==> src/rtl/irq_ctl_if.sv <==
// irq_ctl_if: bus between the interrupt controller and its environment.
// It carries the source lines, the iack/irq handshake and the register port.
interface irq_ctl_if #(
   parameter int N_SRC = 8
);
   logic [N_SRC-1:0] src_irq;
   logic             iack;
   logic             irq;
   logic             reg_wr;
   logic             reg_rd;
   logic [1:0]       reg_addr;
   logic [31:0]      reg_wdata;
   logic [31:0]      reg_rdata;

   modport master (
      output src_irq, iack, reg_wr, reg_rd, reg_addr, reg_wdata,
      input  irq, reg_rdata
   );

   modport slave (
      input  src_irq, iack, reg_wr, reg_rd, reg_addr, reg_wdata,
      output irq, reg_rdata
   );
endinterface

==> src/rtl/irq_ctl.sv <==
// irq_ctl: edge-triggered interrupt controller with a mask, lowest-index priority and a register port.
// Define IRQ_SYNC_EN to pass src_irq through a two-flop synchronizer before edge detection.
module irq_ctl #(
   parameter int N_SRC = 8,
   parameter int ID_W  = 3
) (
   input logic      clk,
   input logic      rst,
   irq_ctl_if.slave bus
);
   localparam logic [1:0] IDLE = 2'b00;
   localparam logic [1:0] REQ  = 2'b01;
   localparam logic [1:0] SERV = 2'b10;

   logic [N_SRC-1:0] r_src_d, r_pending, r_mask;
   logic [N_SRC-1:0] w_src, w_edge, w_w1c, w_swt, w_masked, w_win_oh, w_take_clr, w_wdata;
   logic [ID_W-1:0]  r_active_id, w_win_id;
   logic             r_active_vld, r_iack_d;
   logic             w_req, w_iack_rise, w_iack_fall, w_take, w_unused_wdata;
   logic [1:0]       r_state, w_state_nxt;
   logic [31:0]      r_rdata, w_rdata;

`ifdef IRQ_SYNC_EN
   logic [N_SRC-1:0] r_sync1, r_sync2;

   // Two-flop synchronizer so sources may be asynchronous to clk.
   always_ff @(posedge clk or posedge rst) begin
      if (rst) begin
         r_sync1 <= {N_SRC{1'b0}};
         r_sync2 <= {N_SRC{1'b0}};
      end else begin
         r_sync1 <= bus.src_irq;
         r_sync2 <= r_sync1;
      end
   end
   assign w_src = r_sync2;
`else
   assign w_src = bus.src_irq;
`endif

   assign w_wdata        = bus.reg_wdata[N_SRC-1:0];
   assign w_unused_wdata = ^bus.reg_wdata;
   assign w_edge         = w_src & ~r_src_d;
   assign w_w1c          = (bus.reg_wr && bus.reg_addr == 2'd0) ? w_wdata : {N_SRC{1'b0}};
   assign w_swt          = (bus.reg_wr && bus.reg_addr == 2'd3) ? w_wdata : {N_SRC{1'b0}};
   assign w_masked       = r_pending & r_mask;
   assign w_req          = |w_masked;
   assign w_win_oh       = w_masked & (~w_masked + N_SRC'(1));
   assign w_iack_rise    = bus.iack & ~r_iack_d;
   assign w_iack_fall    = ~bus.iack & r_iack_d;
   assign w_take         = w_iack_rise && (r_state != SERV);
   assign w_take_clr     = w_take ? w_win_oh : {N_SRC{1'b0}};

   // Encode the lowest-index enabled pending source (scan high to low, last hit wins).
   always_comb begin
      w_win_id = {ID_W{1'b0}};
      for (int i = N_SRC - 1; i >= 0; i--) begin
         if (w_masked[i]) w_win_id = ID_W'(i);
         else             w_win_id = w_win_id;
      end
   end

   // Next-state logic; an acknowledge rise always takes precedence over a new request.
   always_comb begin
      w_state_nxt = r_state;
      case (r_state)
         IDLE:    if (w_iack_rise) w_state_nxt = SERV; else if (w_req)  w_state_nxt = REQ;  else w_state_nxt = IDLE;
         REQ:     if (w_iack_rise) w_state_nxt = SERV; else if (!w_req) w_state_nxt = IDLE; else w_state_nxt = REQ;
         SERV:    if (w_iack_fall) w_state_nxt = IDLE; else w_state_nxt = SERV;
         default: w_state_nxt = IDLE;
      endcase
   end

   // Read mux; the registered copy below gives read-before-write semantics.
   always_comb begin
      w_rdata = 32'd0;
      case (bus.reg_addr)
         2'd0:    w_rdata = 32'(r_pending);
         2'd1:    w_rdata = 32'(r_mask);
         2'd2: begin
            w_rdata     = 32'(r_active_id);
            w_rdata[31] = r_active_vld;
         end
         default: w_rdata = 32'd0;
      endcase
   end

   // State, edge-detect history and pending/mask registers.
   always_ff @(posedge clk or posedge rst) begin
      if (rst) begin
         r_state   <= IDLE;
         r_src_d   <= {N_SRC{1'b0}};
         r_iack_d  <= 1'b0;
         r_pending <= {N_SRC{1'b0}};
         r_mask    <= {N_SRC{1'b0}};
      end else begin
         r_state   <= w_state_nxt;
         r_src_d   <= w_src;
         r_iack_d  <= bus.iack;
         r_pending <= (r_pending & ~w_w1c & ~w_take_clr) | w_edge | w_swt;
         if (bus.reg_wr && bus.reg_addr == 2'd1) r_mask <= w_wdata;
         else                                    r_mask <= r_mask;
      end
   end

   // Active source capture on acknowledge; a spurious ack records no valid source.
   always_ff @(posedge clk or posedge rst) begin
      if (rst) begin
         r_active_vld <= 1'b0;
         r_active_id  <= {ID_W{1'b0}};
      end else if (w_take) begin
         r_active_vld <= w_req;
         r_active_id  <= w_req ? w_win_id : {ID_W{1'b0}};
      end else if (r_state == SERV && w_iack_fall) begin
         r_active_vld <= 1'b0;
      end else begin
         r_active_vld <= r_active_vld;
      end
   end

   // Read data register, updated only by a read strobe.
   always_ff @(posedge clk or posedge rst) begin
      if (rst)             r_rdata <= 32'd0;
      else if (bus.reg_rd) r_rdata <= w_rdata;
      else                 r_rdata <= r_rdata;
   end

   assign bus.irq       = (r_state == REQ);
   assign bus.reg_rdata = r_rdata;
endmodule

==> src/flat_wrapper.sv <==
// flat-port wrapper written by rule: the top's interface ports become plain ports
module irq_ctl_flat 
#(
   parameter int N_SRC = 8,
   parameter int ID_W  = 3
)
  (clk, rst, bus_src_irq, bus_iack, bus_reg_wr, bus_reg_rd, bus_reg_addr, bus_reg_wdata, bus_irq, bus_reg_rdata);
  irq_ctl_if #(.N_SRC(N_SRC)) bus_i ();
  input logic clk;
  input logic rst;
  input wire logic [$bits(bus_i.src_irq)-1:0] bus_src_irq;
  input wire logic [$bits(bus_i.iack)-1:0] bus_iack;
  input wire logic [$bits(bus_i.reg_wr)-1:0] bus_reg_wr;
  input wire logic [$bits(bus_i.reg_rd)-1:0] bus_reg_rd;
  input wire logic [$bits(bus_i.reg_addr)-1:0] bus_reg_addr;
  input wire logic [$bits(bus_i.reg_wdata)-1:0] bus_reg_wdata;
  output wire logic [$bits(bus_i.irq)-1:0] bus_irq;
  output wire logic [$bits(bus_i.reg_rdata)-1:0] bus_reg_rdata;
  assign bus_i.src_irq = bus_src_irq;
  assign bus_i.iack = bus_iack;
  assign bus_i.reg_wr = bus_reg_wr;
  assign bus_i.reg_rd = bus_reg_rd;
  assign bus_i.reg_addr = bus_reg_addr;
  assign bus_i.reg_wdata = bus_reg_wdata;
  assign bus_irq = bus_i.irq;
  assign bus_reg_rdata = bus_i.reg_rdata;
  irq_ctl #(.N_SRC(N_SRC), .ID_W(ID_W)) u_core (.clk(clk), .rst(rst), .bus(bus_i));
endmodule
==> config.mk <==
export PLATFORM = sky130hd
export DESIGN_NAME = irq_ctl_flat
export DESIGN_NICKNAME = d
export VERILOG_FILES = /design/src/rtl/irq_ctl_if.sv /design/src/rtl/irq_ctl.sv /design/src/flat_wrapper.sv
export SDC_FILE = /design/constraint.sdc
export NUM_CORES = 1
export LEC_CHECK = 0
export ABC_CLOCK_PERIOD_IN_PS = 2100
export CAP_MARGIN = 5
export CORE_UTILIZATION = 43
export CTS_CLUSTER_SIZE = 28
export DETAILED_ROUTE_END_ITERATION = 10
export PLACE_DENSITY = 0.79
export SLEW_MARGIN = 40
export SYNTH_ARGS = -nofsm -noshare
export SYNTH_HDL_FRONTEND = slang
export SYNTH_SLANG_ARGS = --single-unit
==> constraint.sdc <==
create_clock -name clk -period 2.1 [get_ports clk]
set_input_delay 0.42 -clock clk [delete_from_list [all_inputs] [get_ports clk]]
set_output_delay 0.42 -clock clk [all_outputs]
set_load 0.02 [all_outputs]
==> results_dict.tcl, run 1 <==
set metrics [dict create \
    skew_ns 0.00455 \
    track_usage_pct 16.2 \
    mostFrequentLayoutCells "dfrtp_1 (40), clkdlybuf4s50_1 (32), conb_1 (23)" \
    internal_power_mw 1.43 \
    routed_wl_microns 3690 \
    netlist_area_sq_mm 0.00200 \
    power.density_mw_per_mm2 842 \
    core_sq_mm 0.00441 \
    place_hpwl_microns 2710 \
    layout_commonest_cell "dfrtp_1" \
    hold_depth 2 \
    whs_ns 0.506 \
    p_leak_nw 1.07 \
    slew_violations 0 \
    max_cap_violations 0 \
    fin_tns_setup_ns 0 \
    worstSetupPathType "flop to primary output" \
    ys_seq_area_share_pct 50.2 \
    grt_first_pass_wirelength_microns 6180 \
    clock_sinks 40 \
    async_flop_share_pct 100 \
    pwr-share-comb_pct 24.9 \
    cts_tree "yes" \
    num_antenna_cells 0 \
    numCtsBuffers 5 \
    drtIter0Drc 73 \
    cts_htree_levels 2 \
    ys.flop_type "dfrtp_1" \
    cp_num_buf_inv 1 \
    clock_latency_ns 0.29 \
    initial_core_util_pct 45.2 \
    grt_overflow 0 \
    setup.worst_path.end_class "primary output" \
    drc 0 \
    die_w_microns 70.1 \
    via_per_inst 5.17 \
    r2r_cells 4 \
    final_nets 278 \
    synth_edf_count 0 \
    place_congestion 0.857 \
    clock-root-buffer "clkbuf_8" \
    syn2layout_area_growth_pct 22.2 \
    cp_max_fo 5 \
    synth.avg_cell_area_sq_um 10.4 \
    ctsResizeCount 0 \
    synth_seq_cells 40 \
    ant_nets 0 \
    seqPwrFrac_pct 48.5 \
    synth_cell_type_count 36 \
    fp.dieH_microns 70.1 \
    place_area_sq_mm 0.00234 \
    hold_viol 0 \
    syn_inst 191 \
    grt_start_max_net_pins 41 \
    post_cts_buffers 0 \
    cts_buffer_depth 2 \
    drive_above_1_share_pct 11.3 \
    hold_class "flop to flop" \
    die-area_sq_mm 0.00492 \
    crit_path_max_incr_delay_ns 0.61 \
    clkPwrFrac_pct 26.6 \
    status "complete, no violations" \
    rsz0062_at_grt "no" \
    crit_family "buffers and inverters" \
    clock.fmax_mhz 531 \
    io_pins 80 \
    antenna_found_initial 0 \
    rows 24 \
    port_buffers 32 \
    ctsHoldBuffers 0 \
    routed-via-count 1463 \
    finalCritPeriodShare_pct 89.7 \
    fin_area_sq_mm 0.00244 \
    critPathLaunchType "flop" \
    ir_worst_vdd_v 0.000353 \
    arrival_ns 1.46 \
    setup_viol 0 \
    slowest_stage "clkdlybuf4s50_1" \
    cp_cell_sequence "nor2b_1 -> clkdlybuf4s50_1" \
    yosys_warnings 0 \
    p_sw_uw 623 \
    netSwitchingFraction_pct 30.4 \
    cp.depth 2 \
    grt_pass1_vias 1306 \
    synth_top_cell_area_share_pct 50.2 \
    fin_crit_ns 1.88 \
    post_drt_wl_per_cell_microns 13.0 \
    yosys.area.top_type "dfrtp_1" \
    synth.area.top_cells "dfrtp_1 (50%), buf_4 (8.7%), mux2_2 (4.5%), mux2i_1 (4.0%), nand2_1 (3.6%)" \
    clk_pin_slew_ns 0.07 \
    crit_required_ns 1.68 \
    drtPass1Iterations 5 \
]
-- final timing paths --
| check | endpoint | slack (ns) | startpoint |
|---|---|---|---|
| worst max-delay path | bus_irq | 0.22 | u_core.r_state[1] |
| worst max register to register | u_core.r_pending[4] | 0.38 | u_core.r_mask[2] |
| worst min register to register | u_core.r_active_id[1] | 0.51 | u_core.r_active_id[1] |
| max in group asynchronous | u_core.r_src_d[5] | 1.21 | rst |
| min in group asynchronous | u_core.r_iack_d | 0.55 | rst |
| worst min-delay path | u_core.r_active_id[1] | 0.51 | u_core.r_active_id[1] |
-- cells in the mapped netlist, types with 2 or more instances --
master,n
a21oi_1,10
nand4_1,3
o211ai_1,3
nor2b_1,10
mux2i_1,8
buf_4,23
mux2_2,8
nor2_1,9
o22ai_1,6
dfrtp_1,40
o21ai_0,4
a21boi_0,4
a222oi_1,2
nand2_1,19
inv_1,9
a22oi_1,3
clkbuf_2,2
a221o_1,5
nand3_1,6
-- metrics by stage --
stage	worst slack (ns)	total power [mW]	util (%)	instances
2_1_floorplan	0.593	1.35	-	213
3_3_place_gp	0.158	1.50	53.1	276
3_5_place_dp	0.153	1.52	53.1	276
4_1_cts	0.198	2.06	55.2	283
5_1_grt	0.170	2.17	55.2	283
6_report	0.217	2.05	55.2	283
-- power by group through the flow --
stage	registers [mW]	clock network, mW	logic [mW]
after floorplan	1.01	0	0.338
after global placement	0.999	0	0.500
after detailed placement	1.01	0	0.511
after CTS	0.993	0.554	0.515
after global routing	1.01	0.593	0.564
final	0.995	0.545	0.512
-- sequential cells by signal (all words and copies together) (netlist names) --
name / flops
u_core.r_mask: 8
u_core.r_active_id: 3
u_core.r_src_d: 8
u_core.r_state: 2
u_core.r_iack_d: 1
u_core.r_active_vld: 1
u_core.r_pending: 8
u_core.bus.reg_rdata: 9
-- worst min-delay path, delay by kind of cell (launching register included) --
family	cells	cell delay, ns
DFF	1	0.36
AOI/OAI and AO/OA	1	0.06
and+or+nand+nor	1	0.05
-- kinds of logic after synthesis --
kind of cell	count (synthesis)	synth area share [%]
AO/OA/AOI/OAI	40	14.4
buffers and inverters	36	11.3
flip-flops	40	50.2
multiplexers	16	8.53
other	1	0.188
AND/OR/NAND/NOR	58	15.5
-- area by class of cell --
| cell class | instances | area (sq um) |
|---|---|---|
| fillers | 390 | 1980 |
| flip-flops and latches | 40 | 1000 |
| multi-input cells | 137 | 852 |
| repair buffers | 38 | 390 |
| clock buffers | 7 | 96.3 |
| well taps | 52 | 65.1 |
| inverters | 9 | 33.8 |
-- per-layer routing --
layer | track usage, % | up-vias | wire [microns]
met5 | 0 | - | 0
met3 | 4.76 | 6 | 221
li1 | - | 716 | -
met4 | 6.22 | 0 | 53
met2 | 23.6 | 65 | 1670
met1 | 22.6 | 676 | 1750
Note: power is estimated with default switching activity, not from simulation.
==> inputs of run 2 (changes only) <==
--- a/config.mk
+++ b/config.mk
@@ -7,10 +7,12 @@
 export LEC_CHECK = 0
 export ABC_CLOCK_PERIOD_IN_PS = 2100
 export CAP_MARGIN = 5
-export CORE_UTILIZATION = 43
+export CORE_UTILIZATION = 45
+export CTS_BUF_LIST = sky130_fd_sc_hd__clkbuf_8
 export CTS_CLUSTER_SIZE = 28
 export DETAILED_ROUTE_END_ITERATION = 10
-export PLACE_DENSITY = 0.79
+export HOLD_SLACK_MARGIN = 0.02
+export PLACE_DENSITY = 0.82
 export SLEW_MARGIN = 40
 export SYNTH_ARGS = -nofsm -noshare
 export SYNTH_HDL_FRONTEND = slang
==> run 2 against run 1 <==
Net effect:
- via count is 1.0% lower
- cell count is 0.71% lower
- design area is 0.10% lower
- die area is 4.3% lower
- wire length is 2.3% higher
- power is 0.23% lower
- non-clock buffer count stayed put
- sequential share of layout area hardly changed
- largest cell class unchanged
- largest power group unchanged
==> results_dict.tcl, run 2 (same netlist as run 1, synthesis figures left out) <==
set metrics [dict create \
    routed-via-count 1448 \
    rows 23 \
    ctsHoldBuffers 0 \
    fp.dieH_microns 68.6 \
    worstSetupPathType "flop to primary output" \
    layout.area.seq_sq_mm 0.00100 \
    clock.fmax_mhz 541 \
    place_hpwl_microns 2800 \
    grt_first_pass_wirelength_microns 6180 \
    drtIter0Drc 87 \
    cp_max_fo 5 \
    status "complete, no violations" \
    mostFrequentLayoutCells "dfrtp_1 (40), clkdlybuf4s50_1 (32), conb_1 (23)" \
    crit_family "buffers and inverters" \
    rsz0062_at_grt "no" \
    fillers 367 \
    ant_nets 0 \
    ctsResizeCount 0 \
    grt_overflow 0 \
    initial_core_util_pct 48.5 \
    p_leak_nw 1.07 \
    crit_required_ns 1.68 \
    slew_violations 0 \
    grt_start_max_net_pins 41 \
    setup.worst_path.end_class "primary output" \
    syn2layout_area_growth_pct 22.1 \
    tightest_slew_ns 0.502 \
    place_congestion 0.866 \
    post_drt_wl_per_cell_microns 13.4 \
    relSlewSlack_pct 66.5 \
    clock_sinks 40 \
    port_buffers 32 \
    p_total_mw 2.05 \
    ir_worst_vdd_v 0.000366 \
    hold_viol 0 \
    core_sq_mm 0.00412 \
    die-area_sq_mm 0.00471 \
    clock_latency_ns 0.29 \
    cts_buffer_depth 2 \
    clock-root-buffer "clkbuf_8" \
    drc 0 \
    numCtsBuffers 5 \
    arrival_ns 1.43 \
    cts_htree_levels 2 \
    final_nets 278 \
    cts_tree "yes" \
    power.density_mw_per_mm2 841 \
    layout_commonest_cell "dfrtp_1" \
    fin_tns_setup_ns 0 \
    num_antenna_cells 0 \
    hold_class "flop to flop" \
    cp_num_buf_inv 1 \
    crit_path_max_incr_delay_ns 0.60 \
    skew_ns 0.00777 \
    antenna_found_initial 0 \
    critPathLaunchType "flop" \
    post_cts_buffers 0 \
    io_pins 80 \
    grt_pass1_vias 1349 \
    clk_pin_slew_ns 0.07 \
    drive_above_1_share_pct 11.3 \
    via_per_inst 5.15 \
    cp_cell_sequence "nor2b_1 -> clkdlybuf4s50_1" \
    finalCritPeriodShare_pct 88.0 \
    slowest_stage "clkdlybuf4s50_1" \
    multi_input_area_sq_um 852 \
    track_usage_pct 18.5 \
    drtPass1Iterations 4 \
    die_w_microns 68.6 \
    fin_crit_ns 1.85 \
    largest_register_ffs 9 \
    max_cap_violations 0 \
    setup_viol 0 \
    routed_wl_microns 3780 \
]
==> run 2: worst paths after layout <==
path                                        from                      end  slack (ns)  cells past startpoint
max                            u_core.r_state[1]                  bus_irq        0.25                      2
min                        u_core.r_active_id[1]    u_core.r_active_id[1]        0.49                      2
max reg2reg                     u_core.r_mask[2]      u_core.r_pending[4]        0.44                      4
min reg2reg                u_core.r_active_id[1]    u_core.r_active_id[1]        0.49                      2
max in group asynchronous                    rst         u_core.r_mask[6]        1.19                      3
min in group asynchronous                    rst  u_core.bus.reg_rdata[6]        0.55                      3
==> run 2: area by class of cell <==
type	count	area share (%)
Tap cell	50	2.57
Clock buffer	7	3.95
Multi-Input combinational cell	137	35.0
Timing Repair Buffer	38	16.0
Sequential cell	40	41.1
Inverter	9	1.39
==> run 2: worst reg2reg max path, cell delays in order (launching register included) <==
cell	delay, ns
dfrtp_1	0.46
a222oi_1	0.44
and4_1	0.32
a221oi_2	0.08
a221o_1	0.26
==> run 2: power breakdown <==
group          total, mW  internal (mW)  switching [mW]  leakage, nW
combinational      0.511          0.247           0.265        0.556
clock              0.541          0.292           0.248       0.0503
sequential         0.996          0.890           0.106        0.465
total               2.05           1.43           0.619         1.07
==> run 2: layer usage <==
metal | vias up | share of wire [%] | global-route usage [%] | wire length (microns)
met3 | 6 | 6.7 | 5.10 | 252
met4 | 0 | 1.3 | 6.25 | 51
met1 | 669 | 46 | 23.6 | 1720
met2 | 59 | 46 | 30.0 | 1750
li1 | 714 | - | - | -
met5 | - | 0 | 0 | 0
==> run 2: metrics by stage <==
stage	area (sq um)	instances	util, %	hold WS (ns)	worst slack, ns
4_1_cts	2440	281	59.2	0.494	0.229
3_5_place_dp	2340	274	56.9	0.478	0.128
3_3_place_gp	2340	274	56.9	0.484	0.165
2_1_floorplan	2080	213	-	0.450	0.593
6_report	2440	281	59.2	0.491	0.252
5_1_grt	2440	281	59.2	0.529	0.172
==> inputs of run 3 (changes only) <==
--- a/config.mk
+++ b/config.mk
@@ -12,8 +12,10 @@
 export CTS_CLUSTER_SIZE = 28
 export DETAILED_ROUTE_END_ITERATION = 10
 export HOLD_SLACK_MARGIN = 0.02
+export MAX_ROUTING_LAYER = met4
 export PLACE_DENSITY = 0.82
 export SLEW_MARGIN = 40
 export SYNTH_ARGS = -nofsm -noshare
 export SYNTH_HDL_FRONTEND = slang
 export SYNTH_SLANG_ARGS = --single-unit
+export TNS_END_PERCENT = 30
==> results of run 3 <==
The final DEF is identical to that of run 2; final timing and power are the same.
Main changes from that run: final weighted congestion in routability-driven placement 0.866 -> 0.880; overall routing resource usage 18.5% -> 19.0%
